<file path="src/rtl/mem_port_arbiter.sv">
//============================================================================
// Module   : mem_port_arbiter
// Purpose  : Shares one unified memory port between the CPU (requester 0)
//            and the DMA/debug loader (requester 1). Latches the winning
//            request for the whole access, returns one-cycle acks and
//            aborts accesses that run past a wait-state timeout.
// Config   : MEM_ARB_RR_EN defined   -> round-robin arbitration
//            MEM_ARB_RR_EN undefined -> fixed CPU priority with DMA
//                                       starvation counter
// Revision : 1.0 - initial release
//============================================================================
`default_nettype none

module mem_port_arbiter #(
  parameter int AW           = 32,
  parameter int DW           = 32,
  parameter int MAX_WAIT     = 15,
  parameter int STARVE_LIMIT = 4
) (
  input  logic          clk,
  input  logic          reset,
  // CPU requester
  input  logic          cpu_req,
  input  logic          cpu_we,
  input  logic [AW-1:0] cpu_adr,
  input  logic [DW-1:0] cpu_wd,
  output logic [DW-1:0] cpu_rd,
  output logic          cpu_ack,
  // DMA requester
  input  logic          dma_req,
  input  logic          dma_we,
  input  logic [AW-1:0] dma_adr,
  input  logic [DW-1:0] dma_wd,
  output logic [DW-1:0] dma_rd,
  output logic          dma_ack,
  // Memory port
  output logic          mem_req,
  output logic          mem_we,
  output logic [AW-1:0] mem_adr,
  output logic [DW-1:0] mem_wd,
  input  logic [DW-1:0] mem_rd,
  input  logic          mem_ready,
  // Status
  output logic          owner,
  output logic          busy,
  output logic          timeout_err
);

  // wait_cnt only needs to reach MAX_WAIT-1: the abort fires on that cycle.
  localparam int WAIT_W = (MAX_WAIT > 1) ? $clog2(MAX_WAIT) : 1;

  typedef enum logic [1:0] {
    IDLE   = 2'd0,
    ACCESS = 2'd1,
    RESP   = 2'd2
  } state_t;

  state_t            state;
  logic [WAIT_W-1:0] wait_cnt;
  logic              grant_dma;
  logic              wait_expired;

  assign wait_expired = (wait_cnt == WAIT_W'(MAX_WAIT - 1));

`ifdef MEM_ARB_RR_EN
  logic last_owner;

  // Contention goes to whichever requester did not win last time.
  always_comb grant_dma = dma_req && (!cpu_req || !last_owner);

  // Remember the most recent grant; reset value 1 lets the CPU win first.
  always_ff @(posedge clk) begin
    if (reset) begin
      last_owner <= 1'b1;
    end else if (state == IDLE && (cpu_req || dma_req)) begin
      last_owner <= grant_dma;
    end
  end
`else
  localparam int STARVE_W = (STARVE_LIMIT > 0) ? $clog2(STARVE_LIMIT + 1) : 1;

  logic [STARVE_W-1:0] starve_cnt;

  // CPU wins contention unless the DMA has been passed over STARVE_LIMIT times.
  always_comb grant_dma = dma_req && (!cpu_req || (starve_cnt == STARVE_W'(STARVE_LIMIT)));

  // Count CPU grants taken while the DMA was waiting; clear on DMA grant or idle DMA.
  always_ff @(posedge clk) begin
    if (reset) begin
      starve_cnt <= '0;
    end else if (state == IDLE) begin
      if (!dma_req || grant_dma) begin
        starve_cnt <= '0;
      end else if (cpu_req && (starve_cnt != STARVE_W'(STARVE_LIMIT))) begin
        starve_cnt <= starve_cnt + STARVE_W'(1);
      end
    end
  end
`endif

  // Main access FSM; every output is registered so the memory sees stable values.
  always_ff @(posedge clk) begin
    if (reset) begin
      state       <= IDLE;
      wait_cnt    <= '0;
      owner       <= 1'b0;
      busy        <= 1'b0;
      mem_req     <= 1'b0;
      mem_we      <= 1'b0;
      mem_adr     <= '0;
      mem_wd      <= '0;
      cpu_rd      <= '0;
      dma_rd      <= '0;
      cpu_ack     <= 1'b0;
      dma_ack     <= 1'b0;
      timeout_err <= 1'b0;
    end else begin
      // Acks and the timeout flag are single-cycle pulses.
      cpu_ack     <= 1'b0;
      dma_ack     <= 1'b0;
      timeout_err <= 1'b0;

      case (state)
        IDLE: begin
          if (cpu_req || dma_req) begin
            state    <= ACCESS;
            owner    <= grant_dma;
            busy     <= 1'b1;
            mem_req  <= 1'b1;
            wait_cnt <= '0;
            mem_we   <= grant_dma ? dma_we  : cpu_we;
            mem_adr  <= grant_dma ? dma_adr : cpu_adr;
            mem_wd   <= grant_dma ? dma_wd  : cpu_wd;
          end
        end

        ACCESS: begin
          if (mem_ready || wait_expired) begin
            // A ready on the last allowed cycle still counts as a completion.
            state   <= RESP;
            mem_req <= 1'b0;
            mem_we  <= 1'b0;
            if (!mem_ready) begin
              timeout_err <= 1'b1;
            end
            if (owner) begin
              dma_rd  <= mem_ready ? mem_rd : '0;
              dma_ack <= 1'b1;
            end else begin
              cpu_rd  <= mem_ready ? mem_rd : '0;
              cpu_ack <= 1'b1;
            end
          end else begin
            wait_cnt <= wait_cnt + WAIT_W'(1);
          end
        end

        RESP: begin
          // Requests are ignored here so the finishing requester cannot be re-granted.
          state <= IDLE;
          busy  <= 1'b0;
        end

        default: begin
          state <= IDLE;
          busy  <= 1'b0;
        end
      endcase
    end
  end

endmodule

`default_nettype wire

</file>
<file path="config.mk">
export PLATFORM = sky130hd
export DESIGN_NAME = mem_port_arbiter
export DESIGN_NICKNAME = d
export VERILOG_FILES = /design/src/rtl/mem_port_arbiter.sv
export SDC_FILE = /design/constraint.sdc
export NUM_CORES = 1
export LEC_CHECK = 0
export ABC_AREA = 1
export CAP_MARGIN = 20
export CORE_MARGIN = 3
export CORE_UTILIZATION = 38
export DETAILED_ROUTE_END_ITERATION = 10
export HOLD_SLACK_MARGIN = 0.15
export PLACE_DENSITY = 0.77
export REMOVE_ABC_BUFFERS = 1
export SYNTH_ARGS = -nofsm -noshare
export SYNTH_HDL_FRONTEND = slang
export SYNTH_SLANG_ARGS = --single-unit
</file>
<file path="constraint.sdc">
create_clock -name clk -period 1.4 [get_ports clk]
set_input_delay 0.14 -clock clk [delete_from_list [all_inputs] [get_ports clk]]
set_output_delay 0.14 -clock clk [all_outputs]
set_load 0.01 [all_outputs]
</file>
---- After elaboration in Yosys (flattened, before gate mapping) ----
Index checks and enable logic that the tools add are counted.
Widths: inputs -> output; s select.
word-level totals
  register bits after elaboration ......... 144
operators by class
  equal/unequal tests ..................... 7
  reductions and logical operators ........ 20
  add/subtract/negate cells ............... 2
  mux-type cells .......................... 21
  bitwise logic cells ..................... 3
operators by type and width
  cell                 count
  $mux 32              3
  $reduce_and 3->1     4
  $mux 4               2
  $pmux 4 s2           1
  $reduce_and 2->1     4
  $mux 1               7
  $mux 3               2
  $pmux 1 s2           3
  $add 4x1->4 const B  1
  $eq 4x4->1 const B   1
  $logic_or 1x1->1     4
  $mux 2               2
  $ne 2x2->1 const B   2
  $pmux 2 s2           1
  $reduce_bool 2->1    2
  $add 3x1->3 const B  1
  $eq 3x3->1 const B   1
  $ne 3x3->1 const B   1
  $not 1->1            3
  $reduce_or 3->1      1
  $eq 2x1->1 const B   1
  $logic_and 1x1->1    2
  $logic_not 1->1      2
  $logic_not 2->1      1
  $ne 2x1->1 const B   1

---- Longest topological paths before layout ----
Gate-level depths: netlist of the first run.
  word-level depth ........................ 6
  gate-level depth with buffers ........... 12
  mapped depth without buffers ............ 10

---- Worst setup path after synthesis of the first run ----
Ideal clock, no wire load.
  path type ............................... register to register
  start point ............................. register starve_cnt[0]
  end point ............................... register mem_adr[10]
  arrival ................................. 1430 ps
  clock period less this slack ............ 1485 ps
  path slack .............................. -85 ps
  cell stages (with the launch flop) ...... 12
  path buffers ............................ 2
  cell sequence ........................... dfxtp_1 -> inv_1 -> ha_1 -> nand2_1 -> nand2_1 -> nand2_1 -> buf_2 -> clkbuf_1 -> nand2_1 -> nand3_1 -> nand2_1 -> inv_1
between the ends
  longest elaborated chain between the ends .. 4
ends and longest elaborated chain
  what                    RTL line  source
  from (decl)             82        logic [STARVE_W-1:0] starve_cnt;
  from (signal assigned)  95        starve_cnt <= starve_cnt + STARVE_W'(1);
  $eq 3x3->1              85        always_comb grant_dma = dma_req && (!cpu_req || (starve_cnt == STARVE_W'(STARVE_LIMIT)));
  $logic_or 1x1->1        85
  $logic_and 1x1->1       85
  $mux 32                 132       mem_adr <= grant_dma ? dma_adr : cpu_adr;
  to (signal assigned)    132
  to (decl)               39        output logic [AW-1:0] mem_adr,
No other way between the ends.
A chain may end at the register's enable or synchronous reset.

---- Worst setup path in the final report of the first run ----
  start point ............................. register starve_cnt[1]
  end point ............................... register mem_wd[24]
between the ends
  longest elaborated chain between the ends .. 4
ends and longest elaborated chain
  what                  RTL line  source
  $eq 3x3->1            85
  $logic_or 1x1->1      85
  $logic_and 1x1->1     85
  $mux 32               133       mem_wd <= grant_dma ? dma_wd : cpu_wd;
  to (signal assigned)  133
  to (decl)             40        output logic [DW-1:0] mem_wd,
No other way between the ends.

==> results of run 1 <==
per-stage QoR:
step	cells	power, mW	setup slack [ns]	hold WS, ns	instance area [µm²]
after CTS	1609	12.2	-0.0260	0.183	10900
after global routing	1617	13.0	-0.0913	0.223	11500
after floorplan	999	5.80	-1.84	0.209	6400
after global placement	1566	7.37	-0.107	0.447	10200
final	1617	12.4	0.000813	0.216	11500
after detailed placement	1566	7.41	-0.153	0.452	10200
final timing paths:
kind	start	end	depth (start not counted)
max	starve_cnt[1]$_SDFFE_PP0P_	mem_wd[24]$_SDFFE_PP0P_	11
min	reset	dma_ack$_SDFF_PP0_	3
max reg2reg	starve_cnt[1]$_SDFFE_PP0P_	mem_wd[24]$_SDFFE_PP0P_	11
min reg2reg	cpu_rd[8]$_SDFFE_PP0P_	cpu_rd[8]$_SDFFE_PP0P_	2
registers in the layout, indices dropped and copies added, names as in the netlist:
name,count
starve_cnt,3
mem_we,1
mem_adr,32
busy,1
cpu_rd,32
dma_ack,1
mem_wd,32
wait_cnt,4
owner,1
timeout_err,1
state,2
dma_rd,32
cpu_ack,1
mem_req,1
metal layers:
metal  track usage  vias to the layer above  part of all wire
met2         0.381                      299              0.49
met3        0.0638                       44             0.081
met4        0.0901                        0             0.032
met1         0.271                     3319              0.39
met5             0                        -                 0
li1              -                     3836                 -
final cells by class:
type | count | area, µm²
fill | 1449 | 5820
timing repair buffer | 362 | 3690
multi-input combinational | 711 | 3460
sequential | 144 | 2890
inverter | 144 | 564
clock buffer | 20 | 447
tap | 225 | 282
clock inverter | 10 | 185
timing repair inverter | 1 | 11.3
layout by cell type (no fill, tap or decap), types with 28 or more instances in the layout:
master / instances
nand2_1: 293
nor2_1: 192
clkdlybuf4s50_1: 164
dfxtp_1: 139
inv_1: 136
dlygate4sd2_1: 135
a21oi_1: 46
nand3_1: 40
nand2_2: 39
nand3_2: 32
buf_4: 28
kinds of logic (layout without fill, tap and decap cells):
| logic type | after synthesis | in the layout | share of synthesized area |
|---|---|---|---|
| buffers and inverters | 210 | 537 | 0.130 |
| AND/OR/NAND/NOR | 637 | 637 | 0.381 |
| adder cells (fa/ha/maj) | 4 | 4 | 0.00743 |
| flip-flops | 144 | 144 | 0.428 |
| XOR/XNOR | 1 | 1 | 0.00130 |
| AO/OA/AOI/OAI | 69 | 69 | 0.0516 |
timing repair:
action	4_1_cts	5_1_grt
buffers inserted	9	4
resized for setup	179	121
gates cloned	4	8
endpoints found under the setup margin	233	137
pin swaps	7	50
worst max-delay path, stage by stage, from the launching register on:
cell	delay (ns)
dfxtp_2	0.33
inv_2	0.05
ha_4	0.15
nand2_4	0.05
nand2_4	0.06
nand2_8	0.17
inv_16	0.07
buf_8	0.14
nand2_2	0.06
nand3_2	0.08
nand2_2	0.07
inv_1	0.04
where the power goes:
group	internal [mW]	switching (mW)	leakage, nW	total (mW)
Combinational	1.43	1.47	4.63	2.90
Sequential	4.42	0.166	1.18	4.59
Clock	3.19	1.75	0.306	4.94
==> run_results.csv, run 1 <==
group,metric,value,unit
detailed_routing,drt_iter0_drc,305,
clock_network,h-tree-depth,4,
outcome,status,"completed",
clock_network,cts_tree,"yes",
floorplan,fp.dieW,139,µm
floorplan,dieArea,19400,µm²
sta,fin_crit,1.40,ns
sta,final_hold_viol_count,0,
yosys,yosys-top-cells-count,"nand2_1 (345), nor2_1 (195), dfxtp_1 (144), inv_1 (141), nand3_1 (71)",
clock_network,cts.sink_count,144,
sta,finalSetupTns,0,ns
min_path,hold_path_class,"in -> reg",
grt,gr-total-overflow,0,
floorplan,num_rows,48,
yosys,synth.distinct_cells,23,
grt,globalRouteTotalUtil,0.226,
yosys,ys_top_cells_by_area,"dfxtp_1 (43%), nand2_1 (19%), nor2_1 (11%), inv_1 (7.9%), nand3_1 (5.3%)",
clock_network,clockRootBuffer,"clkbuf_16",
flow_run,cap_viol_max_count,0,
layout,post-route-util,0.664,
yosys,yosys.area.top_type,"dfxtp_1",
clock_network,clock_path_buffers,2,
yosys,asyncSetResetFlopFracSynth,0,
grt,grt_start_max_net_pins,59,
detailed_routing,ant_nets,0,
sta,slew_viol_final,0,
floorplan,coreArea,17400,µm²
clock_network,cts_inserted_buffers,17,
detailed_routing,drt_pass1_iterations,5,
placed_design,place.detailed.hpwl,15400,µm
yosys,syn_inst,1065,
yosys,syn-cell-area,6740,µm²
placed_design,place.gp.congestion,0.853,
yosys,yosysWarnings,0,
clock_network,clk_pin_slew_worst_paths,0.06,ns
yosys,synthMostInstantiatedCell,"nand2_1",
yosys,ys_seq_area_frac,0.428,
layout,drive_gt1_frac,0.157,
setup_path,critical_path_class,"reg -> reg",
setup_path,end_kind,"flop",
grt,grt_pass1_vias,6917,
sta,slew_headroom,0.710,
detailed_routing,avgRoutedWirePerCell,14.5,µm
sta,skew,0.00909,ns
detailed_routing,vias,7498,
detailed_routing,drc_errors,0,
pwr,cellPowerDensity,1080,nW/µm²
placed_design,port_buffers,301,
pwr,p_leak,6.12,nW
setup_path,critPathLaunchType,"flop",
yosys,postSynthAreaPerCell,6.33,µm²
floorplan,start_util,0.388,
grt,grt_antenna_before_repair,0,
clock_network,clk_latency,0.41,ns
sta,fmax,715,MHz
floorplan,dieHeight,139,µm
layout,n_antenna_cell,0,
grt,grt_pass1_wl,35500,µm
yosys,ys_seq_elements,144,
sta,rsz0062_at_grt,"true",
detailed_routing,post_drt_via_cell_ratio,4.64,
setup_path,crit_fanout,7,
yosys,synth_edf_count,0,
layout,nNetsFinal,1552,
yosys,synth_top_area_frac,0.428,
setup_path,r2r_setup_slack,0.0008,ns
setup_path,arrival,1.70,ns
layout,syn_to_final_growth,71.1,%
clock_network,hold_buffers,0,
yosys,synthFlopType,"dfxtp_1",
setup_path,worstPathRequired,1.71,ns
pwr,ir_drop,0.806,mV
sta,worst_slew_pin_slew,0.436,ns
sta,period_share,0.999,
floorplan,io_pins,302,
sta,setup_viol,0,
detailed_routing,drt-total-wl,23400,µm
No activity file was read; power rests on OpenSTA's default activity.
==> run 2, diff against run 1 <==
--- a/config.mk
+++ b/config.mk
@@ -5,14 +5,14 @@
 export SDC_FILE = /design/constraint.sdc
 export NUM_CORES = 1
 export LEC_CHECK = 0
-export ABC_AREA = 1
 export CAP_MARGIN = 20
 export CORE_MARGIN = 3
 export CORE_UTILIZATION = 38
 export DETAILED_ROUTE_END_ITERATION = 10
 export HOLD_SLACK_MARGIN = 0.15
-export PLACE_DENSITY = 0.77
+export PLACE_DENSITY = 0.78
 export REMOVE_ABC_BUFFERS = 1
+export SKIP_CTS_REPAIR_TIMING = 1
 export SYNTH_ARGS = -nofsm -noshare
 export SYNTH_HDL_FRONTEND = slang
 export SYNTH_SLANG_ARGS = --single-unit
==> run_results.csv, run 2 <==
group,metric,value,unit
sta,final_hold_viol_count,0,
yosys,syn-cell-area,6500,µm²
setup_path,slowest_delay,0.33,ns
yosys,synthMostInstantiatedCell,"dfxtp_1",
detailed_routing,drc_errors,0,
placed_design,place_ws,-0.435,ns
placed_design,port_buffers,301,
detailed_routing,vias,6952,
pwr,cellPowerDensity,1000,nW/µm²
grt,gr-total-overflow,0,
pwr,p_leak,6.59,nW
sta,setup_viol,130,
layout,syn_to_final_growth,79.1,%
detailed_routing,topRoutingLayerUsed,"met4",
yosys,yosys.area.top_type,"dfxtp_1",
setup_path,arrival,2.00,ns
setup_path,cp_slowest_cell,"dfxtp_2",
sta,slew_viol_final,0,
detailed_routing,drt_pass1_iterations,5,
floorplan,num_rows,47,
layout,drive_gt1_frac,0.172,
layout,n_antenna_cell,0,
setup_path,crit_path_end,"dma_rd[15]$_SDFFE_PP0P_",
layout,nNetsFinal,1192,
detailed_routing,post_drt_via_cell_ratio,5.54,
pwr,ir_drop,0.821,mV
setup_path,crit_chain,"inv_2 > ha_4 > a31oi_4 > buf_6 > nand3b_1 > buf_12 > clkbuf_16 > mux2i_1",
min_path,hold_path_class,"in -> reg",
placed_design,place.gp.congestion,0.812,
yosys,synth_top_area_frac,0.443,
detailed_routing,ant_nets,0,
sta,slew_headroom,0.734,
grt,grt_pass1_wl,33700,µm
floorplan,dieArea,18700,µm²
grt,grt_pass1_vias,6405,
clock_network,cts.sink_count,144,
yosys,postSynthAreaPerCell,9.13,µm²
layout,final_cell_count_no_fill,1254,
yosys,synthFlopType,"dfxtp_1",
detailed_routing,dr_wl_met2,12400,µm
detailed_routing,wl_met1,9610,µm
clock_network,cts_tree,"yes",
grt,grt_antenna_before_repair,0,
yosys,ys_seq_area_frac,0.443,
setup_path,crit_start,"wait_cnt[0]$_SDFFE_PP0P_",
setup_path,crit_fanout,8,
detailed_routing,drt-total-wl,25000,µm
floorplan,dieHeight,137,µm
placed_design,place.detailed.hpwl,16000,µm
layout,final_cell_mix,"clkdlybuf4s50_1 (163), dfxtp_1 (138), dlymetal6s2s_1 (136)",
clock_network,clk_pin_slew_worst_paths,0.07,ns
detailed_routing,wl_met3,2330,µm
floorplan,coreArea,16600,µm²
yosys,ys_seq_elements,144,
min_path,hp-start,"dma_req",
sta,fin_crit,1.66,ns
floorplan,fp.dieW,137,µm
detailed_routing,drt_iter0_drc,359,
sta,skew,0.0103,ns
clock_network,clockRootBuffer,"clkbuf_16",
sta,period_share,1.19,
placed_design,placed_cells,1205,
yosys,synth_edf_count,0,
yosys,asyncSetResetFlopFracSynth,0,
detailed_routing,avgRoutedWirePerCell,20.0,µm
clock_network,clk_latency,0.42,ns
sta,fmax,602,MHz
flow_run,cap_viol_max_count,0,
clock_network,h-tree-depth,4,
layout,multi_input_area,3550,µm²
outcome,status,"complete, but fails checks",
floorplan,io_pins,302,
yosys,yosysWarnings,0,
setup_path,worstPathRequired,1.74,ns
clock_network,cts_inserted_buffers,17,
setup_path,rr_worst_depth,8,
layout,fillers,1230,
sta,setup_ws,-0.261,ns
yosys,syn_inst,712,
outcome,violations,"setup timing",
grt,grt_start_max_net_pins,42,
setup_path,r2r_end,"dma_rd[15]$_SDFFE_PP0P_",
grt,globalRouteTotalUtil,0.226,
floorplan,start_util,0.391,
setup_path,critical_path_class,"reg -> reg",
layout,final_common_cell,"clkdlybuf4s50_1",
clock_network,clock_path_buffers,2,
sta,finalSetupTns,-15.01,ns
yosys,yosys-top-cells-count,"dfxtp_1 (144), a21oi_1 (73), nand3_1 (67), nand2b_1 (66)",
layout,post-route-util,0.700,
setup_path,r2r_setup_slack,-0.26,ns
setup_path,end_kind,"flop",
yosys,synth.distinct_cells,37,
yosys,ys_top_cells_by_area,"dfxtp_1 (44%), mux2i_1 (9.9%), a311oi_1 (8.6%), nand2b_1 (6.3%), a21oi_1 (5.6%)",
layout,seqCellArea,2890,µm²
setup_path,critPathLaunchType,"flop",
sta,worst_slew_pin_slew,0.399,ns
pwr,power,11.7,mW
setup_path,r2r-start,"wait_cnt[0]$_SDFFE_PP0P_",
sta,rsz0062_at_grt,"true",
[run 2: changes by cell type in the layout (fill, tap and decap cells not counted), sizes merged, moves of 7 or more]
cell | before | now
dlymetal6s2s | 0 | 136
inv | 145 | 12
buf | 57 | 66
mux2i | 0 | 64
nand2 | 347 | 6
nand2b | 0 | 66
nor2 | 197 | 4
nand4 | 17 | 2
a311oi | 0 | 64
dlygate4sd2 | 135 | 0
nand3b | 1 | 34
a21oi | 66 | 73
o21ai | 2 | 67
nand3 | 74 | 67
[run 2: critical path: cells and delay by family (launching register included)]
family	cells	cell delay (ns)
buffers and inverters	4	0.49
flip-flops	1	0.33
AND/OR/NAND/NOR	1	0.21
multiplexers	1	0.21
AO/OA/AOI/OAI	1	0.17
adder cells (fa/ha/maj)	1	0.16
[run 2: worst min-delay path by stage]
stage | endpoint | slack [ns] | cells after the start
after CTS | owner$_SDFFE_PP0P_ | 0.23 | 4
after detailed placement | dma_rd[4]$_SDFFE_PP0P_ | 0.46 | 2
after floorplan | busy$_SDFFE_PP0P_ | 0.21 | 1
after global routing | owner$_SDFFE_PP0P_ | 0.27 | 4
after global placement | dma_rd[3]$_SDFFE_PP0P_ | 0.46 | 2
final | owner$_SDFFE_PP0P_ | 0.25 | 4
[run 2: stage by stage]
stage	hold slack, ns	area, µm²
6_report	0.247	11600
5_1_grt	0.265	11600
4_1_cts	0.229	10700
3_5_place_dp	0.465	10100
3_3_place_gp	0.458	10100
2_1_floorplan	0.209	6120
[run 2: final cells by class]
type,count,area share
Timing Repair Buffer,372,0.372
Multi-Input combinational cell,482,0.305
Sequential cell,144,0.248
Clock buffer,18,0.0377
Tap cell,220,0.0236
Clock inverter,14,0.0124
Inverter,4,0.00129
[run 2: cell families after synthesis]
group,after synthesis,share of synthesized area
AOI/OAI and AO/OA,216,0.209
adders and majority gates,4,0.00770
buffers and inverters,86,0.0606
DFF,144,0.443
muxes,64,0.0985
and+or+nand+nor,198,0.181
[run 2: metal layers]
layer	vias up	track usage
met1	3287	0.270
met3	53	0.0801
met5	-	0
li1	3274	-
met4	0	0.0881
met2	338	0.373
[run 2: power by group]
part / internal, mW / switching (mW) / leakage, nW / total [mW]
registers: 4.36 / 0.132 / 1.18 / 4.49
clock network: 2.56 / 1.97 / 0.280 / 4.53
logic: 1.45 / 1.20 / 5.13 / 2.65
total: 8.37 / 3.30 / 6.59 / 11.7
